## src/rtl/risk_score_mac.sv

```systemverilog
`default_nettype none
// +----------------------------------------------------------------------------+
// | risk_score_mac: three-stage weighted-sum risk scorer with saturation       |
// | Rev 1.0 - initial release                                                  |
// +----------------------------------------------------------------------------+
module risk_score_mac #(
   parameter int              N_CH     = 4,
   parameter int              DW       = 8,
   parameter int              WW       = 8,
   parameter int              OW       = 8,
   parameter int              SHIFT    = 0,
   parameter logic [N_CH-1:0] UNS_MASK = N_CH'(4'b1000),
   localparam int             C_PW     = DW + WW + 1,
   localparam int             C_CW     = $clog2(N_CH),
   localparam int             C_SW     = C_PW + C_CW + 1
) (
   input  logic                 clk,
   input  logic                 rst,
   input  logic                 in_valid,
   input  logic [N_CH*DW-1:0]   in_data,
   input  logic                 wr_en,
   input  logic [4:0]           wr_addr,
   input  logic [C_PW-1:0]      wr_data,
   input  logic                 sat_clr,
   output logic                 out_valid,
   output logic [OW-1:0]        score,
   output logic                 sat_hi,
   output logic                 sat_lo,
   output logic [15:0]          sat_cnt
);

   logic [WW-1:0]       w_q    [N_CH];
   logic [C_PW-1:0]     bias_q;
   logic [C_PW-1:0]     prod_d [N_CH];
   logic [C_PW-1:0]     prod_q [N_CH];
   logic                v1_q;
   logic [C_SW-1:0]     sum_d;
   logic [C_SW-1:0]     sum_q;
   logic                v2_q;
   logic signed [C_SW-1:0] t_d;
   logic                hi_d;
   logic                lo_d;
   logic [OW-1:0]       score_d;
   logic [OW-1:0]       score_q;
   logic                ov_q;
   logic                hi_q;
   logic                lo_q;
   logic [15:0]         cnt_q;

   // Configuration registers; a same-cycle sample still sees the old value.
   always_ff @(posedge clk or negedge rst) begin
      if (!rst) begin
         for (int i = 0; i < N_CH; i++) begin
            w_q[i] <= '0;
         end
         bias_q <= '0;
      end else if (wr_en) begin
         for (int i = 0; i < N_CH; i++) begin
            if (wr_addr == 5'(i)) begin
               w_q[i] <= wr_data[WW-1:0];
            end
         end
         if (wr_addr == 5'd31) begin
            bias_q <= wr_data;
         end
      end
   end

   for (genvar gi = 0; gi < N_CH; gi++) begin : g_ch
      logic [DW-1:0]   x;
      logic [C_PW-1:0] x_ext;
      logic [C_PW-1:0] w_ext;

      assign x      = in_data[gi*DW +: DW];
      assign x_ext  = UNS_MASK[gi] ? {{(C_PW-DW){1'b0}}, x}
                                   : {{(C_PW-DW){x[DW-1]}}, x};
      assign w_ext  = {{(C_PW-WW){w_q[gi][WW-1]}}, w_q[gi]};
      // Both operands fit the product width, so the low C_PW bits are exact.
      assign prod_d[gi] = $signed(x_ext) * $signed(w_ext);
   end

   always_ff @(posedge clk or negedge rst) begin
      if (!rst) begin
         for (int i = 0; i < N_CH; i++) begin
            prod_q[i] <= '0;
         end
         v1_q <= 1'b0;
      end else begin
         v1_q <= in_valid;
         if (in_valid) begin
            for (int i = 0; i < N_CH; i++) begin
               prod_q[i] <= prod_d[i];
            end
         end
      end
   end

   always_comb begin
      sum_d = {{(C_SW-C_PW){bias_q[C_PW-1]}}, bias_q};
      for (int i = 0; i < N_CH; i++) begin
         sum_d = sum_d + {{(C_SW-C_PW){prod_q[i][C_PW-1]}}, prod_q[i]};
      end
   end

   always_ff @(posedge clk or negedge rst) begin
      if (!rst) begin
         sum_q <= '0;
         v2_q  <= 1'b0;
      end else begin
         v2_q <= v1_q;
         if (v1_q) begin
            sum_q <= sum_d;
         end
      end
   end

   // Clip to the unsigned score range; exact 0 and all-ones are not clipped.
   assign t_d  = $signed(sum_q) >>> SHIFT;
   assign lo_d = t_d[C_SW-1];
   assign hi_d = !t_d[C_SW-1] && (t_d[C_SW-2:OW] != '0);

   always_comb begin
      score_d = t_d[OW-1:0];
      if (lo_d) begin
         score_d = '0;
      end else if (hi_d) begin
         score_d = '1;
      end
   end

   always_ff @(posedge clk or negedge rst) begin
      if (!rst) begin
         score_q <= '0;
         ov_q    <= 1'b0;
         hi_q    <= 1'b0;
         lo_q    <= 1'b0;
      end else begin
         ov_q <= v2_q;
         hi_q <= v2_q & hi_d;
         lo_q <= v2_q & lo_d;
         if (v2_q) begin
            score_q <= score_d;
         end
      end
   end

   always_ff @(posedge clk or negedge rst) begin
      if (!rst) begin
         cnt_q <= '0;
      end else if (sat_clr) begin
         cnt_q <= '0;
      end else if (v2_q && (hi_d || lo_d) && (cnt_q != 16'hFFFF)) begin
         cnt_q <= cnt_q + 16'd1;
      end
   end

   assign out_valid = ov_q;
   assign score     = score_q;
   assign sat_hi    = hi_q;
   assign sat_lo    = lo_q;
   assign sat_cnt   = cnt_q;

endmodule
`default_nettype wire

```

## config.mk

```make
export PLATFORM = sky130hd
export DESIGN_NAME = risk_score_mac
export DESIGN_NICKNAME = d
export VERILOG_FILES = /design/src/rtl/risk_score_mac.sv
export SDC_FILE = /design/constraint.sdc
export NUM_CORES = 1
export LEC_CHECK = 0
export CAP_MARGIN = 40
export CORE_UTILIZATION = 66
export CTS_CLUSTER_SIZE = 10
export DETAILED_ROUTE_END_ITERATION = 8
export GPL_ROUTABILITY_DRIVEN = 0
export PLACE_DENSITY_LB_ADDON = 0.1
export SETUP_SLACK_MARGIN = 0.4
export SLEW_MARGIN = 25
export SYNTH_ARGS = -nofsm -noshare
export SYNTH_HDL_FRONTEND = slang
export SYNTH_SLANG_ARGS = --single-unit
export TNS_END_PERCENT = 5
```

## constraint.sdc

```tcl
create_clock -name clk -period 9.85 [get_ports clk]
set_clock_uncertainty 0.1 [all_clocks]
set_input_delay 0.985 -clock clk [delete_from_list [all_inputs] [get_ports clk]]
set_output_delay 0.985 -clock clk [all_outputs]
set_load 0.1 [all_outputs]
```

==> run_results.csv <==
group,metric,value,unit
die,dieArea,28900,sq um
clocking,hold_buffers,0,
clocking,cts_resized,0,
detailed_routing,wl_met3,1770,um
final_layout,mostFrequentLayoutCell,"inv_1",
synthesis,synth.net_count,2400,
worst_setup_path,ff2ff_path_depth,15,
worst_setup_path,cp_data_arrival_time,5.79,ns
detailed_routing,drc_errors,0,
clocking,ctsHtreeMaxLevel,4,
detailed_routing,route.vias.total,13700,
grt,grt_pass1_vias,14500,
sta,slew_headroom,0.429,
grt,gr-usage-all-layers,0.318,
sta,rsz0062_at_grt,"false",
worst_setup_path,reg2reg_from,"g_ch[0].w_ext[2]$_DFFE_PN0P_",
worst_setup_path,worst_setup_path_start_kind,"input port",
clocking,path_clk_slew,0.07,ns
worst_hold_path,hp-class,"input port to async pin",
place,place.detailed.hpwl,34000,um
synthesis,synth-seq-cells,163,
die,die_w,170,um
final_layout,mostFrequentLayoutCells,"456 x inv_1, 255 x fa_1, 174 x and2_1",
sta,setup_viol,0,
synthesis,synth_cells,1935,
synthesis,synth_area_per_cell,9.63,sq um
grt,antenna_found_initial,0,
final_layout,layout-area-overhead-vs-synth,12.3,%
final_layout,antenna_cells,0,
worst_setup_path,path_class,"input port to flop",
grt,grt_start_max_net_pins,87,
synthesis,yosys_most_used_dff,"dfrtp_1",
clocking,cts.sinks,163,
die,fp.dieH,170,um
clocking,insertion_delay,0.43,ns
die,start_util,0.671,
synthesis,synth.area.top_cells,"fa_1 27%, dfrtp_1 22%, ha_1 10%",
synthesis,async_flop_share,1.00,
worst_setup_path,crit_end,"prod_q[66]$_DFFE_PN0P_",
synthesis,synth_warnings,0,
final_layout,fin_nets,2510,
synthesis,synth_top_area_cell,"fa_1",
synthesis,synth_top_area_frac,0.274,
worst_setup_path,worstSetupEndpointType,"flop",
sta,period_minus_slack,5.55,ns
die,boundaryPins,86,
sta,hold_violations,0,
detailed_routing,avgViaCountPerCell,5.61,
die,std_cell_rows,61,
worst_setup_path,timing.rr.end,"prod_q[66]$_DFFE_PN0P_",
clocking,cts_buffer_depth,2,
worst_setup_path,regToRegSetupSlack,4.86,ns
final_layout,drive_gt1_frac,0.0743,
sta,min_period_over_period,0.564,
detailed_routing,detail-route-antenna-nets,0,
clocking,numCtsBuffers,17,
run,maxCapViolations,0,
synthesis,seq_area_frac_synth,0.219,
clocking,cts_tree,"done",
clocking,root_buffer,"clkbuf_16",
detailed_routing,first_pass_iters,5,
detailed_routing,routed.top_layer,"met4",
sta,tightest_slew,0.852,ns
sta,max_clock_freq,180,MHz
worst_setup_path,critical_path.max_fanout,8,
grt,grt_pass1_wl,71200,um
worst_setup_path,required,10.09,ns
synthesis,synth_edf_count,0,
detailed_routing,first_iter_violations,900,
synthesis,synth.distinct_cells,72,
sta,final.setup.tns,0,ns
run_status,outcome,"finished, final reports clean",
detailed_routing,wl_met2,21600,um
worst_setup_path,cp-startpoint,"in_data[7]",
clocking,cts_setup_buffers,0,
detailed_routing,wl,42200,um
detailed_routing,avgRoutedWirePerCell,17.3,um
place,io_buffers,85,
synthesis,syn_area,18600,sq um
detailed_routing,wl_met1,17700,um
sta,slew_violations,0,
die,fp.coreArea,27800,sq um
grt,gr-total-overflow,0,
[metal layers]
| layer | global-route usage | up-vias |
|---|---|---|
| met5 | 0 | - |
| met4 | 0.0979 | 0 |
| met3 | 0.0344 | 75 |
| met2 | 0.558 | 360 |
| met1 | 0.415 | 6908 |
| li1 | - | 6311 |
[state kept, by name, summed over array words and instances, names as in the netlist]
register,flops
g_ch.w_ext,32
sat_lo,1
bias_q,17
v2_q,1
v1_q,1
score,8
sat_cnt,16
sat_hi,1
sum_q,20
prod_q,65
out_valid,1
[layout make-up]
class                           count  area [sq um]
Clock buffer                       17           425
Tap cell                          378           473
Fill cell                        1988          6850
Timing Repair Buffer              120          1360
Sequential cell                   163          4080
Inverter                          457          1720
Clock inverter                     15           169
Multi-Input combinational cell   1286         12700
[synth_stat cells, types with 4 or more instances]
master,instances
fa_1,255
nor2b_1,24
nand2_1,111
a211oi_1,13
dfrtp_1,163
xnor2_1,55
nor4_1,12
clkbuf_1,19
and2_1,174
nand3_1,20
buf_1,6
nand4_1,7
mux2i_1,9
a31oi_1,11
o211ai_1,14
ha_1,151
a21o_1,8
nand2b_1,13
nor3b_1,6
o21bai_1,5
mux2_2,55
or3_1,17
o21ai_0,72
o2111ai_1,5
nand3b_1,8
xor2_1,8
inv_1,456
o21a_1,16
nor2_1,81
nor3_1,21
nor4b_1,4
mux2_4,9
o31ai_1,9
a21oi_1,41
[per-stage QoR]
step	instance area (sq um)	std cells	utilization	hold WS (ns)	setup slack [ns]
floorplan	18600	1935	-	0.252	4.67
global placement	19900	2375	0.715	0.366	4.01
finish	20900	2436	0.753	0.356	4.30
detailed placement	20300	2403	0.731	0.375	3.88
global route	20900	2436	0.753	0.382	4.09
CTS	20900	2435	0.752	0.368	4.31
[logic make-up after synthesis]
| kind of cell | share of synthesized area |
|---|---|
| and+or+nand+nor | 0.150 |
| xor gates and xnor gates | 0.0296 |
| buffers and inverters | 0.0991 |
| DFF | 0.219 |
| muxes | 0.0453 |
| adders and majority gates | 0.375 |
| AOI/OAI and AO/OA | 0.0823 |
[how the worst min path moves through the flow]
stage / from / endpoint / slack (ns) / cells after the start
CTS: rst / sat_cnt[5]$_DFFE_PN0P_ / 0.37 / 1
floorplan: v1_q$_DFF_PN0_ / v2_q$_DFF_PN0_ / 0.25 / 0
global route: rst / sat_cnt[5]$_DFFE_PN0P_ / 0.38 / 1
detailed placement: prod_q[27]$_DFFE_PN0P_ / prod_q[27]$_DFFE_PN0P_ / 0.37 / 1
global placement: sum_q[4]$_DFFE_PN0P_ / sum_q[4]$_DFFE_PN0P_ / 0.37 / 1
finish: rst / sat_cnt[10]$_DFFE_PN0P_ / 0.36 / 1
[worst max-delay path: stages]
cell,delay [ns]
clkdlybuf4s50_1,0.52
and2_1,0.26
fa_1,0.63
inv_1,0.16
fa_1,0.55
inv_1,0.05
fa_1,0.55
inv_1,0.06
fa_1,0.53
inv_1,0.04
ha_1,0.35
or2_2,0.31
a2111o_1,0.43
and4_1,0.19
o31ai_1,0.18
Power is left out: the tool's default activity adds up to more than one toggle a clock period on the data nets, which glitch-free logic cannot reach.
